`src/rtl/uart_tx_word_seq.sv`:
```
// Word-to-byte sequencer in front of a byte-wide UART transmitter.
// A captured word is sent one byte at a time. Each byte waits for the
// transmitter's done pulse, with an optional idle gap before the next byte
// and a timeout that abandons the word. All outputs are registered.
module uart_tx_word_seq #(
    parameter int SIZE_DATA      = 8,
    parameter int NUM_BYTES      = 4,
    parameter bit MSB_FIRST      = 1'b1,
    parameter int GAP_CYCLES     = 16,
    parameter int TIMEOUT_CYCLES = 65535
) (
    input  logic                           i_clk,
    input  logic                           i_rst_n,
    input  logic                           i_valid,
    input  logic [SIZE_DATA*NUM_BYTES-1:0] i_word,
    output logic                           o_ready,
    output logic                           o_tx_en,
    output logic [SIZE_DATA-1:0]           o_tx_data,
    input  logic                           i_tx_done,
    output logic                           o_busy,
    output logic                           o_word_done,
    output logic                           o_error
);

    localparam int W       = SIZE_DATA * NUM_BYTES;
    localparam int IDX_W   = (NUM_BYTES > 1) ? $clog2(NUM_BYTES) : 1;
    localparam int CNT_MAX = (TIMEOUT_CYCLES > GAP_CYCLES) ? TIMEOUT_CYCLES : GAP_CYCLES;
    localparam int CNT_W   = $clog2(CNT_MAX + 1);

    localparam logic [IDX_W-1:0] IDX_LAST = IDX_W'(NUM_BYTES - 1);
    localparam logic [CNT_W-1:0] TO_LAST  = CNT_W'(TIMEOUT_CYCLES - 1);
    localparam logic [CNT_W-1:0] GAP_LAST = CNT_W'(GAP_CYCLES - 1);

    typedef enum logic [1:0] {IDLE, SEND, WAIT, GAP} state_t;

    state_t           state, nstate;
    logic [IDX_W-1:0] idx, nidx;
    logic [CNT_W-1:0] cnt, ncnt;
    logic [W-1:0]     word_q, nword;
    logic             word_done_d, error_d;

    // Byte idx of a word in transmit order; idx 0 is the first byte on the wire.
    function automatic logic [SIZE_DATA-1:0] pick(input logic [W-1:0] w,
                                                  input logic [IDX_W-1:0] i);
        logic [W-1:0] sh;
        if (MSB_FIRST) sh = w >> (SIZE_DATA * (NUM_BYTES - 1 - int'(i)));
        else           sh = w >> (SIZE_DATA * int'(i));
        return sh[SIZE_DATA-1:0];
    endfunction

    // Next-state logic. A single counter serves both the wait timeout and the gap,
    // because the two states never overlap. It is cleared on entry to each state.
    always_comb begin
        nstate      = state;
        nidx        = idx;
        ncnt        = cnt;
        nword       = word_q;
        word_done_d = 1'b0;
        error_d     = 1'b0;
        case (state)
            IDLE: begin
                if (i_valid) begin
                    nword  = i_word;
                    nidx   = '0;
                    nstate = SEND;
                end
            end
            SEND: begin
                ncnt   = '0;
                nstate = WAIT;
            end
            WAIT: begin
                // done wins over a timeout that expires in the same cycle
                if (i_tx_done) begin
                    ncnt = '0;
                    if (idx == IDX_LAST) begin
                        nstate      = IDLE;
                        word_done_d = 1'b1;
                    end else begin
                        nidx   = idx + IDX_W'(1);
                        nstate = (GAP_CYCLES == 0) ? SEND : GAP;
                    end
                end else if (cnt == TO_LAST) begin
                    nstate  = IDLE;
                    error_d = 1'b1;
                end else begin
                    ncnt = cnt + CNT_W'(1);
                end
            end
            GAP: begin
                if (cnt == GAP_LAST) nstate = SEND;
                else                 ncnt   = cnt + CNT_W'(1);
            end
            default: nstate = IDLE;
        endcase
    end

    // State, byte index, counter and captured word registers.
    always_ff @(posedge i_clk or negedge i_rst_n) begin
        if (!i_rst_n) begin
            state  <= IDLE;
            idx    <= '0;
            cnt    <= '0;
            word_q <= '0;
        end else begin
            state  <= nstate;
            idx    <= nidx;
            cnt    <= ncnt;
            word_q <= nword;
        end
    end

    // Outputs are registered from the next state, so each one lines up with the state it describes.
    always_ff @(posedge i_clk or negedge i_rst_n) begin
        if (!i_rst_n) begin
            o_ready     <= 1'b0;
            o_busy      <= 1'b0;
            o_tx_en     <= 1'b0;
            o_tx_data   <= '0;
            o_word_done <= 1'b0;
            o_error     <= 1'b0;
        end else begin
            o_ready     <= (nstate == IDLE);
            o_busy      <= (nstate != IDLE);
            o_tx_en     <= (nstate == SEND);
            o_word_done <= word_done_d;
            o_error     <= error_d;
            if (nstate == SEND) o_tx_data <= pick(nword, nidx);
        end
    end

endmodule

```
`config.mk`:
```
export PLATFORM = sky130hd
export DESIGN_NAME = uart_tx_word_seq
export DESIGN_NICKNAME = d
export VERILOG_FILES = /design/src/rtl/uart_tx_word_seq.sv
export SDC_FILE = /design/constraint.sdc
export NUM_CORES = 1
export LEC_CHECK = 0
export CORE_MARGIN = 10
export CORE_UTILIZATION = 53
export DETAILED_ROUTE_END_ITERATION = 8
export HOLD_SLACK_MARGIN = 0.03
export MAX_ROUTING_LAYER = met4
export PLACE_DENSITY = 0.87
export SLEW_MARGIN = 20
export SYNTH_ARGS = -nofsm -noshare
export SYNTH_HDL_FRONTEND = slang
export SYNTH_SLANG_ARGS = --single-unit
```
`constraint.sdc`:
```
create_clock -name i_clk -period 3.1 [get_ports i_clk]
set_clock_uncertainty 0.05 [all_clocks]
set_input_delay 0.465 -clock i_clk [delete_from_list [all_inputs] [get_ports i_clk]]
set_output_delay 0.465 -clock i_clk [all_outputs]
set_load 0.01 [all_outputs]
```
# Yosys cells after proc, flatten, opt, wreduce, memory -nomap -nowiden
# Cells that the tools add are included.
# word_totals
register_bits	65
output_inout_bits	13
elab_cells	50
# op_classes
add_sub_neg	3
eq_ne	9
shift	1
mux	22
n_reduce_logical	5
# op_table
op	n
32-bit two-way mux	2
16-bit two-way mux	3
16-bit case mux with 3 select lines	1
32-bit by 32-bit >> shifter with 8-bit output	1
16-bit by 1-bit adder with 16-bit output (second input constant)	1
16-bit == test (second input constant)	1
16-bit by 4-bit == test with 1-bit output (second input constant)	1
2-bit two-way mux	8
2-bit case mux with 4 select lines	1
2-bit == test (second input constant)	3
1-bit two-way mux	6
2-bit by 1-bit == test with 1-bit output (second input constant)	2
2-bit logical NOT	2
2-bit case mux with 2 select lines	1
3-bit != test (second input constant)	1
3-bit AND reduction	1
3-bit nonzero test	1
2-bit by 2-bit subtractor with 3-bit output (first input constant)	1
2-bit by 1-bit adder with 2-bit output (second input constant)	1
2-bit != test (second input constant)	1
2-bit nonzero test	1

# Logic depth before layout (Yosys ltp)
# depth
word_depth	6
depth_mapped	7
depth_no_buf	6

# Least setup slack after synthesis
# Ideal clock, no wire load.
# synth_timing
path_type	register -> register
startpoint	reg state[0]
endpoint	reg o_tx_data[5]
setup_ps	125
arrival_time_ps	2470
path_slack_ps	455
stages_incl_launch_ff	8
n_path_buf	2
path_cell_list	dfrtp_1 > clkbuf_1 > nor3b_1 > clkbuf_1 > mux2_2 > mux2_2 > mux2_2 > mux2_2
# synth_via
elab_cells_between_ends	14
cone_classes	add/sub: 1; eq/ne: 4; shift: 1; mux: 7; reduce/logical: 1
# synth_lines
element	line_no	rtl
from (decl)	36	state_t state, nstate;
from (signal assigned)	106	state <= nstate;
2-bit logical NOT	60	case (state)
32-bit two-way mux	60	
via nword[21]	39	logic [W-1:0] word_q, nword;
32-bit by 32-bit >> shifter with 8-bit output	46	if (MSB_FIRST) sh = w >> (SIZE_DATA * (NUM_BYTES - 1 - int'(i)));
to (signal assigned)	128	if (nstate == SEND) o_tx_data <= pick(nword, nidx);
to (decl)	18	output logic [SIZE_DATA-1:0] o_tx_data,
# The timed path passes the listed nets, and every way through them passes these cells.
# A chain may end at the register's enable or synchronous reset.

# Final worst setup path
# layout_timing
startpoint	reg cnt[6]
endpoint	reg o_tx_data[5]
# layout_via
elab_chain_len	5
elab_cells_between_ends	7
cone_classes	eq/ne: 3; mux: 4
# layout_lines
element	line_no	rtl
from (decl)	38	logic [CNT_W-1:0] cnt, ncnt;
from (signal assigned)	108	cnt <= ncnt;
16-bit == test	83	end else if (cnt == TO_LAST) begin
2-bit two-way mux	83	
2-bit two-way mux	74	if (i_tx_done) begin
2-bit case mux with 4 select lines (*)	60	
2-bit by 1-bit == test with 1-bit output (*)	128	
# Mark *: on every way between the ends. The rest lies on a longest branch, timed or not.

==> impl_metrics.toml <==
[status]
run_status = "finished, final reports clean"

[global_routing]
grt-ovfl-total = 0
grt_pass1_wl_um = 10900
track_usage_pct = 15.6
grt_pass1_vias = 2241
grt_max_degree = 66
antenna_found_initial = 0

[critical_path]
critPathMaxFanout = 9
end_kind = "flop"
crit_arrival_ns = 2.95
reg2reg_slack_ns = 0.33
critPathKind = "reg2reg"
crit_required_ns = 3.28
startpoint_type = "flop"

[clocking]
clock-sinks = 65
ctsHoldBuffers = 0
clk_pin_slew_ns = 0.08
cts_buffers = 9
htree_levels = 3
cts-root-buf = "clkbuf_8"
cts_tree = "done"
cts.repair.resized = 0
clockBufferDepth = 2
insertion_delay_ns = 0.34
post_cts_buffers = 0

[sta]
rsz0062_at_grt = "false"
final.setup.tns_ns = 0
worstMarginPinSlew_ns = 0.792
layout_min_cycle_time_ns = 2.77
fmax_ghz = 0.361
hold_viol = 0
drv_slew = 0
maxSlewHeadroom_pct = 47.2
post-route-period-util_pct = 89.3
setup_viol_count_final = 0

[synth]
syn-cell-area_mm2 = 0.00311
yosysWarnings = 0
syn_nets = 287
synth_compound_area_share_pct = 8.57
syn-instance-count = 249
syn_area_per_cell_um2 = 12.5
synthDistinctLibCells = 40
synth-seq-cells = 65
synth_mux_area_share_pct = 23.6
yosys.area_share.simple_pct = 10.8
synth_top_family_by_area = "multiplexers"
synth_xor_area_share_pct = 1.97
synthAdderAreaFrac_pct = 0.805
yosysSeqAreaShare_pct = 52.3

[final_layout]
area_growth_pct = 26.7
final_cell_mix = "65 x mux2_2, 65 x dfrtp_1, 47 x clkdlybuf4s50_1, 11 x nand3_1"
fin_cells = 381
drive_gt1_share_pct = 30.1
design_area_mm2 = 0.00394
num-fill-cells = 399
layout.nets = 342
n_antenna_cell = 0

[die]
rows = 27
die_area_mm2 = 0.00933
initial_utilization_pct = 55.4
io_pins = 49
die_h_um = 96.6
die_width_um = 96.6
coreArea_mm2 = 0.00561

[routing]
vias = 2184
drc_errors = 0
postRouteAntennaNets = 0
routed_wl_um = 6620
firstDrtPassIters = 4
post_drt_wl_per_cell_um = 17.4
drtIter0Drc = 180
routed_via_density = 5.73

[placed_design]
dp.cells = 365
finalWeightedCongestion = 0.912
placed_area_mm2 = 0.00369
numPortBuffers = 48
dp_hpwl_um = 4700

[power]
power_leakage_nw = 1.67
irDropWorstVdd_v = 0.000482
power.density_mw_per_mm2 = 847
finalPower_mw = 3.33

[run]
drv_cap = 0

[hold_path]
hp-class = "in2async"
-- registers in the layout, indices dropped and copies added (netlist names) --
name	flops
o_error	1
o_ready	1
o_tx_data	8
word_q	32
state	2
cnt	16
idx	2
o_tx_en	1
o_word_done	1
o_busy	1
-- per-stage QoR --
stage	util (%)	worst slack [ns]	hold slack, ns
5_1_grt	70.2	0.264	0.277
3_5_place_dp	65.9	0.292	0.432
6_report	70.2	0.332	0.235
2_1_floorplan	-	0.455	0.119
4_1_cts	70.2	0.349	0.253
3_3_place_gp	65.9	0.389	0.426
-- power by group --
part / total [mW] / switching [mW] / internal [mW]
clock network: 0.869 / 0.331 / 0.539
registers: 1.33 / 0.168 / 1.16
logic: 1.14 / 0.489 / 0.647
-- critical path, cell delays in order, from the launching register on --
cell and delay (ns):
dfrtp_1 0.48, nand4_1 0.21, or4_4 0.59, or4_4 0.55, a21oi_4 0.38, mux2_2 0.39
-- cells in the mapped netlist --
| cell | instances | area (um^2) |
|---|---|---|
| a22o_1 | 5 | 43.8 |
| nor3b_1 | 2 | 15.0 |
| a21oi_1 | 9 | 45.0 |
| and2_1 | 4 | 25.0 |
| xnor2_1 | 5 | 43.8 |
| nor3_1 | 5 | 25.0 |
| or3_1 | 2 | 12.5 |
| dfrtp_1 | 65 | 1630 |
| a2bb2oi_1 | 1 | 8.76 |
| a21boi_1 | 1 | 7.51 |
| ha_1 | 2 | 25.0 |
| xor2_1 | 2 | 17.5 |
| and3_1 | 4 | 25.0 |
| o41ai_2 | 1 | 16.3 |
| mux2_2 | 65 | 732 |
| a211oi_2 | 2 | 25.0 |
| a21oi_4 | 1 | 16.3 |
| nor2_1 | 7 | 26.3 |
| and4b_1 | 1 | 10.0 |
| or4_4 | 2 | 22.5 |
| a31oi_1 | 4 | 25.0 |
| or4bb_1 | 1 | 11.3 |
| nor4_1 | 1 | 6.26 |
| nand4_1 | 3 | 18.8 |
| a41oi_1 | 1 | 8.76 |
| nand2_1 | 9 | 33.8 |
| and4_1 | 1 | 8.76 |
| a21boi_0 | 1 | 7.51 |
| or4_1 | 2 | 15.0 |
| a211oi_1 | 1 | 7.51 |
| inv_1 | 7 | 26.3 |
| o21ai_0 | 2 | 10.0 |
| o21a_1 | 1 | 7.51 |
| a22oi_1 | 1 | 7.51 |
| o22ai_1 | 2 | 12.5 |
| buf_2 | 1 | 5.00 |
| o2bb2ai_1 | 2 | 17.5 |
| clkbuf_1 | 8 | 30.0 |
| nand3_1 | 11 | 55.1 |
| nand2b_1 | 4 | 25.0 |
-- layer usage --
metal  track usage (%)  routed length (um)
met3              2.93                 296
met4              8.72                 165
met2              24.9                3260
met5                 -                   0
met1              18.1                2890
-- worst paths after layout --
path                                          start                       end  cells after the start
worst max-delay path             cnt[6]$_DFFE_PN0P_  o_tx_data[5]$_DFFE_PN0N_                      5
worst min register to register  word_q[0]$_DFF_PN0_       word_q[0]$_DFF_PN0_                      1
worst max register to register   cnt[6]$_DFFE_PN0P_  o_tx_data[5]$_DFFE_PN0N_                      5
max in group asynchronous                   i_rst_n        cnt[7]$_DFFE_PN0P_                      2
worst min-delay path                        i_rst_n      word_q[11]$_DFF_PN0_                      2
min in group i_clk              word_q[0]$_DFF_PN0_       word_q[0]$_DFF_PN0_                      1
-- kinds of logic (layout without fill, tap and decap cells) --
kind of cell / Yosys count / in the layout
adder cells (fa/ha/maj): 2 / 2
flip-flops: 65 / 65
AND/OR/NAND/NOR: 59 / 59
buffers and inverters: 16 / 76
XOR/XNOR: 7 / 7
multiplexers: 65 / 65
AO/OA/AOI/OAI: 35 / 35
-- area by class of cell --
class                      instances  area (um^2)  share of cell area (%)
sequential                        65         1630                    41.3
multi-input combinational        168         1430                    36.2
timing repair buffer              53          526                    13.4
clock buffer                      10          128                    3.24
clock inverter                     6          115                    2.92
tap                               72         90.1                    2.29
inverter                           7         26.3                   0.668
Note: power is estimated with default switching activity, not from simulation.
